--- src/rtl/wb_arbiter_pkg.sv ---
// Shared definitions for the writeback arbiter: default widths, writeback
// select encodings and the hard-wired zero register.
package wb_arbiter_pkg;

    localparam int DW_DEF     = 32;
    localparam int AW_DEF     = 5;
    localparam int DEPTH_DEF  = 2;
    localparam int STARVE_DEF = 4;

    // Same sense as the old m2reg decode: 1 selects load data.
    localparam logic SEL_ALU = 1'b0;
    localparam logic SEL_MEM = 1'b1;

    localparam int REG_ZERO = 0;

endpackage

--- src/rtl/wb_result_fifo.sv ---
// In-order buffer of pending ALU results {rd, data}. Pushes while full and
// pops while empty are ignored, so callers may drive push/pop ungated.
module wb_result_fifo
    import wb_arbiter_pkg::*;
#(
    parameter int DW    = DW_DEF,
    parameter int AW    = AW_DEF,
    parameter int DEPTH = DEPTH_DEF
) (
    input  logic                   clk,
    input  logic                   rst,
    input  logic                   push,
    input  logic [AW-1:0]          push_rd,
    input  logic [DW-1:0]          push_data,
    input  logic                   pop,
    output logic [AW-1:0]          head_rd,
    output logic [DW-1:0]          head_data,
    output logic                   full,
    output logic                   empty,
    output logic [$clog2(DEPTH):0] count
);

    localparam int PW = $clog2(DEPTH);
    localparam int CW = PW + 1;

    logic [AW-1:0] r_rd_mem   [DEPTH];
    logic [DW-1:0] r_data_mem [DEPTH];
    logic [PW-1:0] r_wptr;
    logic [PW-1:0] r_rptr;
    logic [CW-1:0] r_count;

    logic w_push;
    logic w_pop;

    assign full      = (r_count == CW'(DEPTH));
    assign empty     = (r_count == '0);
    assign w_push    = push && !full;
    assign w_pop     = pop && !empty;
    assign count     = r_count;
    assign head_rd   = r_rd_mem[r_rptr];
    assign head_data = r_data_mem[r_rptr];

    // DEPTH is a power of two, so pointer wrap is plain overflow.
    always_ff @(posedge clk) begin
        if (rst) begin
            r_wptr  <= '0;
            r_rptr  <= '0;
            r_count <= '0;
        end else begin
            if (w_push) r_wptr <= r_wptr + 1'b1;
            if (w_pop)  r_rptr <= r_rptr + 1'b1;
            case ({w_push, w_pop})
                2'b10:   r_count <= r_count + 1'b1;
                2'b01:   r_count <= r_count - 1'b1;
                default: r_count <= r_count;
            endcase
        end
    end

    always_ff @(posedge clk) begin
        if (w_push) begin
            r_rd_mem[r_wptr]   <= push_rd;
            r_data_mem[r_wptr] <= push_data;
        end
    end

endmodule

--- src/rtl/wb_arbiter.sv ---
// Per-cycle arbitration of the register-file write port between buffered ALU
// results and load responses, with a starvation guard for the ALU side.
module wb_arbiter
    import wb_arbiter_pkg::*;
#(
    parameter int DW           = DW_DEF,
    parameter int AW           = AW_DEF,
    parameter int DEPTH        = DEPTH_DEF,
    parameter int STARVE_LIMIT = STARVE_DEF
) (
    input  logic                   clk,
    input  logic                   rst,
    input  logic                   alu_valid,
    output logic                   alu_ready,
    input  logic [AW-1:0]          alu_rd,
    input  logic [DW-1:0]          alu_data,
    input  logic                   mem_valid,
    output logic                   mem_ready,
    input  logic [AW-1:0]          mem_rd,
    input  logic [DW-1:0]          mem_data,
    output logic                   wb_sel,
    output logic                   rf_we,
    output logic [AW-1:0]          rf_waddr,
    output logic [DW-1:0]          rf_wdata,
    output logic [$clog2(DEPTH):0] fifo_count
);

    localparam int SW = $clog2(STARVE_LIMIT + 1);

    logic          w_full;
    logic          w_empty;
    logic          w_push;
    logic          w_force;
    logic          w_mem_grant;
    logic          w_alu_grant;
    logic [AW-1:0] w_head_rd;
    logic [DW-1:0] w_head_data;

    logic [SW-1:0] r_starve;
    logic          r_wb_sel;
    logic          r_rf_we;
    logic [AW-1:0] r_rf_waddr;
    logic [DW-1:0] r_rf_wdata;

    assign alu_ready = !w_full;
    assign w_push    = alu_valid && !w_full;

    wb_result_fifo #(
        .DW    (DW),
        .AW    (AW),
        .DEPTH (DEPTH)
    ) u_fifo (
        .clk       (clk),
        .rst       (rst),
        .push      (w_push),
        .push_rd   (alu_rd),
        .push_data (alu_data),
        .pop       (w_alu_grant),
        .head_rd   (w_head_rd),
        .head_data (w_head_data),
        .full      (w_full),
        .empty     (w_empty),
        .count     (fifo_count)
    );

    // Loads win by default; the ALU head is forced through once memory has
    // taken STARVE_LIMIT grants in a row while results were waiting.
    assign w_force     = (r_starve == SW'(STARVE_LIMIT)) && !w_empty;
    assign w_mem_grant = mem_valid && !w_force;
    assign w_alu_grant = !w_mem_grant && !w_empty;
    assign mem_ready   = !w_force;

    always_ff @(posedge clk) begin
        if (rst || w_empty || w_alu_grant) begin
            r_starve <= '0;
        end else if (w_mem_grant && (r_starve != SW'(STARVE_LIMIT))) begin
            r_starve <= r_starve + 1'b1;
        end
    end

    // Address/data/select hold when idle; only the write enable drops.
    always_ff @(posedge clk) begin
        if (rst) begin
            r_rf_we    <= 1'b0;
            r_rf_waddr <= '0;
            r_rf_wdata <= '0;
            r_wb_sel   <= SEL_ALU;
        end else if (w_mem_grant) begin
            r_rf_we    <= (mem_rd != AW'(REG_ZERO));
            r_rf_waddr <= mem_rd;
            r_rf_wdata <= mem_data;
            r_wb_sel   <= SEL_MEM;
        end else if (w_alu_grant) begin
            r_rf_we    <= (w_head_rd != AW'(REG_ZERO));
            r_rf_waddr <= w_head_rd;
            r_rf_wdata <= w_head_data;
            r_wb_sel   <= SEL_ALU;
        end else begin
            r_rf_we    <= 1'b0;
        end
    end

    assign wb_sel   = r_wb_sel;
    assign rf_we    = r_rf_we;
    assign rf_waddr = r_rf_waddr;
    assign rf_wdata = r_rf_wdata;

endmodule

--- config.mk ---
export PLATFORM = sky130hd
export DESIGN_NAME = wb_arbiter
export DESIGN_NICKNAME = d
export VERILOG_FILES = /design/src/rtl/wb_arbiter_pkg.sv /design/src/rtl/wb_result_fifo.sv /design/src/rtl/wb_arbiter.sv
export SDC_FILE = /design/constraint.sdc
export NUM_CORES = 1
export LEC_CHECK = 0
export CAP_MARGIN = 20
export CORE_ASPECT_RATIO = 2
export CORE_MARGIN = 10
export CORE_UTILIZATION = 40
export DETAILED_ROUTE_END_ITERATION = 6
export PLACE_DENSITY = 0.67
export SLEW_MARGIN = 15
export SYNTH_ARGS = -nofsm -noshare
export SYNTH_HDL_FRONTEND = slang
export SYNTH_SLANG_ARGS = --single-unit
--- constraint.sdc ---
create_clock -name clk -period 3.18 [get_ports clk]
set_input_delay 0.318 -clock clk [delete_from_list [all_inputs] [get_ports clk]]
set_output_delay 0.318 -clock clk [all_outputs]
set_load 0.02 [all_outputs]
==> out/results.tsv, run 1 <==
metric	value	unit
synth_commonest_cells	edfxtp_1, dfxtp_1, nor3_1	
yosys.area.top_type_share	46.3	%
yosys.area.top_type	edfxtp_1	
yosys-top-cells-area	edfxtp_1, dfxtp_1, a221o_1	
clk_pin_slew	0.05	ns
cts-root-buf	clkbuf_16	
drc	0	
syn_nets	427	
grt_pass1_vias	3528	
nNetsFinal	547	
required	2.86	ns
dieWidth	97.4	um
cts_setup_buffers	0	
setup_viol	0	
syn-cell-area	0.00480	mm2
cts.hold.buffers_added	0	
p_leak	2.29	nW
rsz0062_at_grt	no	
hold_class	reg -> reg	
vias	3335	
finalSetupTns	0	ns
dominantRegCellSynth	edfxtp_1	
outcome	completed	
cp_num_buf_inv	3	
drt_iter0_drc	161	
die_h	175	um
ios	121	
clock_skew	0.00935	ns
h-tree-depth	4	
antenna_left	0	
yosys_warnings	0	
critPathCaptureType	output port	
grt.total_usage	14.4	%
dp_hpwl	9110	um
ys_ff_latch	121	
ys_async_sr_fraction	0	%
period_needed	2.65	ns
rows	56	
cpPeakStageDelay	0.69	ns
drv_slew	0	
startpoint_type	flip-flop	
swShare	28.7	%
power_frac_clock	36.5	%
cp_max_fo	23	
yosysSeqAreaShare	65.9	%
synth_cell_types	40	
setup_ws	0.533	ns
clock_latency	0.41	ns
synth_mux_area_share	5.71	%
synth.most_common_cell	edfxtp_1	
grt_pass1_wl	19300	um
grt_remaining_overflow	0	
cap_violations	0	
port-buffer-count	120	
criticalPathCategory	reg -> out	
antenna_found_initial	0	
cp.arrival	2.33	ns
drive_above_1_share	13.4	%
dieArea	0.0170	mm2
whs	0.461	ns
drt-pass1-iter-count	4	
fill_cells	969	
wire_per_inst	20.2	um
synthAdderAreaFrac	0.782	%
synth_edf_count	74	
synthXorXnorAreaFrac	0.548	%
p_per_area	795	mW/mm2
cpMaxStageDelayCell	clkdlybuf4s50_1	
cts_tree	built	
grt_max_degree	40	
antenna_cells	0	
power.internal	3.80	mW
cts_buffers	17	
hold_violations	0	
post_cts_resized	0	
power.switching	1.53	mW
syn_area_per_cell	13.9	um2
seqPwrFrac	40.5	%
gp_congestion	0.818	
path_delay_family	buffers and inverters	
routed_wl	12600	um
syn_inst	346	
tightest_slew	0.988	ns
synth_compound_area_share	12.1	%
period_share	83.2	%
synth_top_family_by_area	compound AO/OA/AOI/OAI gates	
fmax	378	MHz
start_util	40.8	%
cts.sinks	121	
crit_chain	inv_1 > ha_1 > o211a_4 > inv_2 > clkdlybuf4s50_1	
syn_to_final_growth	39.9	%
core_area	0.0118	mm2
synthSimpleGateAreaFrac	11.4	%
place_ws	0.931	ns
via_per_inst	5.34	
combPwrFrac	23.0	%
slew_headroom	34.1	%
clock_path_buffers	2	
max-vdd-ir-drop	0.556	mV
==> cells in the final DEF, fill, tap and decap left out, drive strengths merged, types with 2 or more instances in the layout <==
| cell | synthesis | final |
|---|---|---|
| dfxtp | 47 | 47 |
| clkbuf | 6 | 18 |
| bufinv | 0 | 3 |
| nand2b | 2 | 2 |
| nor2 | 11 | 11 |
| edfxtp | 74 | 74 |
| nor3b | 12 | 12 |
| nand2 | 4 | 4 |
| clkinv | 0 | 6 |
| a21oi | 15 | 15 |
| ha | 3 | 3 |
| o21ai | 2 | 2 |
| o31ai | 11 | 11 |
| a221oi | 11 | 11 |
| buf | 21 | 8 |
| mux2i | 15 | 15 |
| xnor2 | 2 | 2 |
| clkinvlp | 0 | 4 |
| a21bo | 2 | 2 |
| nor4 | 2 | 2 |
| a32oi | 11 | 11 |
| nand3 | 11 | 11 |
| clkdlybuf4s50 | 0 | 120 |
| mux2 | 11 | 11 |
| a221o | 15 | 15 |
| or3 | 3 | 3 |
| nor2b | 11 | 11 |
| nand3b | 13 | 13 |
| inv | 5 | 6 |
| nor3 | 18 | 18 |
==> power groups by stage <==
stage | sequential [mW] | combinational [mW] | clock, mW
2_1_floorplan | 2.22 | 0.660 | 0
3_5_place_dp | 2.19 | 1.24 | 0
3_3_place_gp | 2.18 | 1.21 | 0
6_report | 2.16 | 1.23 | 1.94
5_1_grt | 2.19 | 1.32 | 2.04
4_1_cts | 2.16 | 1.24 | 1.97
==> final cells by class <==
cell class / instances / area [um2] / area share [%]
tap: 145 / 181 / 2.70
inverter: 5 / 18.8 / 0.280
clock inverter: 14 / 174 / 2.59
sequential: 121 / 3160 / 47.2
clock buffer: 18 / 439 / 6.54
timing repair buffer: 128 / 1260 / 18.8
multi-input combinational: 193 / 1470 / 21.9
==> logic make-up after synthesis <==
logic type                 count (synthesis)
DFF                                      121
and+or+nand+nor                           90
AOI/OAI and AO/OA                         71
buffers and inverters                     32
muxes                                     26
xor gates and xnor gates                   3
adders and majority gates                  3
==> flip-flops by register name, summed over array words and instances, names as in the netlist, named ones only <==
register           count
r_starve               3
rf_waddr               5
rf_wdata              32
rf_we                  1
u_fifo.count           2
u_fifo.r_data_mem     64
u_fifo.r_rd_mem       10
u_fifo.r_rptr          1
u_fifo.r_wptr          1
wb_sel                 1
==> through the flow <==
| stage | utilization, % | power, mW | instances | area [um2] |
|---|---|---|---|---|
| 2_1_floorplan | - | 2.88 | 346 | 4800 |
| 3_3_place_gp | 51.8 | 3.39 | 592 | 6100 |
| 3_5_place_dp | 51.8 | 3.43 | 592 | 6100 |
| 4_1_cts | 57.0 | 5.38 | 624 | 6710 |
| 5_1_grt | 57.0 | 5.56 | 624 | 6710 |
| 6_report | 57.0 | 5.33 | 624 | 6710 |
==> worst reg2reg max path, delay by kind of cell, from the launching register on <==
family          cells  cell delay (ns)
simple gates        2             0.47
buf+inv             2             0.29
compound gates      2             0.28
flops               1             0.35
fa+ha+maj           2             0.60
==> final timing paths <==
check | endpoint | start | cells after the start | slack [ns]
worst max-delay path | mem_ready | r_starve[0] | 5 | 0.53
worst min-delay path | r_starve[0] | r_starve[0] | 1 | 0.46
worst max register to register | u_fifo.count[1] | r_starve[0] | 8 | 1.11
worst min register to register | r_starve[0] | r_starve[0] | 1 | 0.46
==> metal layers <==
layer	GRT usage (%)	routed length, um	share of wire [%]	up-vias
li1	-	-	-	1590
met2	25.0	6720	53	114
met1	14.9	4780	38	1612
met5	0	0	0	-
met4	7.06	307	2.4	0
met3	5.22	766	6.1	19
No activity file was read; power rests on OpenSTA's default activity.
==> run 2, diff against run 1 <==
--- a/config.mk
+++ b/config.mk
@@ -10,7 +10,7 @@
 export CORE_MARGIN = 10
 export CORE_UTILIZATION = 40
 export DETAILED_ROUTE_END_ITERATION = 6
-export PLACE_DENSITY = 0.67
+export PLACE_DENSITY = 0.7
 export SLEW_MARGIN = 15
 export SYNTH_ARGS = -nofsm -noshare
 export SYNTH_HDL_FRONTEND = slang
==> constraint.sdc (replaced) <==
create_clock -name clk -period 2.37 [get_ports clk]
set_input_delay 0.237 -clock clk [delete_from_list [all_inputs] [get_ports clk]]
set_output_delay 0.237 -clock clk [all_outputs]
set_load 0.02 [all_outputs]
==> run 2 against run 1 <==
Compared with the run above:
- global-route usage grew 0.63 points
- sequential power grew 32%
- die area is the same
- via count grew 3.0%
- register-to-register slack lost 0.62 ns
- cell count grew 0.64%
- highest routed layer unchanged
- routed wire length grew 2.0%
- first-iteration DRC count grew 6.2%
- count of clock-buffer cells in the layout is the same
- largest cell class unchanged
- critical endpoint is now alu_ready
==> out/results.tsv, run 2 (synthesis gave the netlist of run 1 again) <==
metric	value	unit	change
cts_setup_buffers	0		unchanged
fmax	471	MHz	
grt_max_degree	36		-10%
crit_chain	nand2b_1 > clkdlybuf4s50_1		
whs	0.408	ns	-0.0532 ns
outcome	completed		
port-buffer-count	120		unchanged
nNetsFinal	551		+0.73%
dieWidth	97.4	um	unchanged
syn_to_final_growth	41.1	%	
start_util	40.8	%	unchanged
cts-root-buf	clkbuf_16		
drive_above_1_share	13.7	%	+0.30 points
p_per_area	1070	mW/mm2	+35%
cap_violations	0		unchanged
drc	0		unchanged
grt.total_usage	15.0	%	+0.63 points
final_cell_mix	clkdlybuf4s50_1, edfxtp_1, dfxtp_1		
h-tree-depth	4		unchanged
cts_buffers	17		unchanged
cp_max_fo	10		-57%
cpPeakStageDelay	0.65	ns	-0.04 ns
grt_remaining_overflow	0		unchanged
hold_class	in -> reg		
clock_skew	0.00684	ns	-0.00251 ns
cts.sinks	121		unchanged
setup_viol	0		unchanged
swShare	28.1	%	-0.57 points
largest_register_ffs	64		unchanged
antenna_cells	0		unchanged
via_per_inst	5.47		+2.4%
startpoint	u_fifo.count[0]		
drt_iter0_drc	171		+6.2%
r2r_setup_slack	0.49	ns	-0.62 ns
seqPwrFrac	39.4	%	-1.1 points
cpMaxStageDelayCell	clkdlybuf4s50_1		
cp_num_buf_inv	1		-2
clk_pin_slew	0.05	ns	about the same
antenna_found_initial	0		unchanged
gp_congestion	0.860		+5.1%
power.internal	5.20	mW	+37%
dieArea	0.0170	mm2	unchanged
path_delay_family	buffers and inverters		
startpoint_type	flip-flop		
combPwrFrac	23.9	%	+0.9 points
p_leak	2.32	nW	+1.4%
drv_slew	0		unchanged
dp_hpwl	9380	um	+3.0%
final_cells	628		+0.64%
hold_path_depth	1		unchanged
finalSetupTns	0	ns	unchanged
clock_path_buffers	2		unchanged
grt_pass1_vias	3846		+9.0%
wire_per_inst	20.4	um	+1.3%
required	2.13	ns	-0.73 ns
layout_commonest_cell	clkdlybuf4s50_1		
clock_latency	0.41	ns	about the same
routed_wl	12800	um	+2.0%
core_area	0.0118	mm2	unchanged
slew_headroom	53.6	%	+19 points
rows	56		unchanged
vias	3436		+3.0%
antenna_left	0		unchanged
power.switching	2.04	mW	+33%
cp.arrival	1.89	ns	-0.44 ns
r2r_start	r_starve[0]		
largest-register	u_fifo.r_data_mem		
ios	121		unchanged
tightest_slew	0.696	ns	-0.293 ns
hold_end	u_fifo.r_data_mem[1][15]		
cts_tree	built		
fill_cells	970		+0.10%
hold_violations	0		unchanged
max-vdd-ir-drop	0.650	mV	+17%
min_from	alu_data[15]		
period_share	89.7	%	
die_h	175	um	unchanged
power_frac_clock	36.8	%	+0.3 points
drt-pass1-iter-count	4		unchanged
critPathCaptureType	output port		
period_needed	2.12	ns	
rsz0062_at_grt	no		
dp.cells	596		+0.68%
grt_pass1_wl	20200	um	+4.9%
r2r_end	rf_wdata[2]		
r2r.worst_path.cells	7		-1
criticalPathCategory	reg -> out		
## run 2: routing by layer
layer	global-route usage [%]	vias up	share of wire [%]
li1	-	1605	-
met5	0	-	0
met2	27.5	112	55
met3	5.61	28	6.6
met1	13.8	1691	35
met4	8.34	0	3.3
## run 2: how the worst max path moves through the flow
stage	to	slack (ns)	depth (start not counted)
2_1_floorplan	u_fifo.r_data_mem[1][0]	0.07	3
3_3_place_gp	u_fifo.count[1]	0.33	6
3_5_place_dp	u_fifo.count[1]	0.30	6
4_1_cts	alu_ready	0.23	2
5_1_grt	alu_ready	0.15	2
6_report	alu_ready	0.25	2
## run 2: metrics by stage
step / cell area [um2] / setup WS, ns / power (mW) / utilization, %
finish: 6770 / 0.245 / 7.24 / 57.5
global route: 6770 / 0.151 / 7.54 / 57.5
CTS: 6770 / 0.226 / 7.30 / 57.5
detailed placement: 6150 / 0.299 / 4.63 / 52.3
global placement: 6150 / 0.328 / 4.57 / 52.3
floorplan: 4800 / 0.0695 / 3.87 / -
## run 2: repair_timing
action / 4_1_cts / 5_1_grt
resized for setup: 1 / 0
setup endpoints to repair: 1 / 0
hold buffers: 0 / 0
## run 2: area by class of cell
type                    count  area (um2)  area share, %
inverters                   5        18.8          0.277
flip-flops and latches    121        3160           46.7
clock inverters            14         179           2.64
clock buffers              18         439           6.49
multi-input cells         193        1470           21.7
well taps                 145         181           2.68
repair buffers            132        1320           19.4
## run 2: power groups by stage
stage,Combinational (mW),Clock [mW],Sequential [mW]
4_1_cts,1.76,2.70,2.85
3_5_place_dp,1.75,0,2.89
2_1_floorplan,0.886,0,2.98
6_report,1.73,2.66,2.85
5_1_grt,1.86,2.80,2.88
3_3_place_gp,1.70,0,2.87
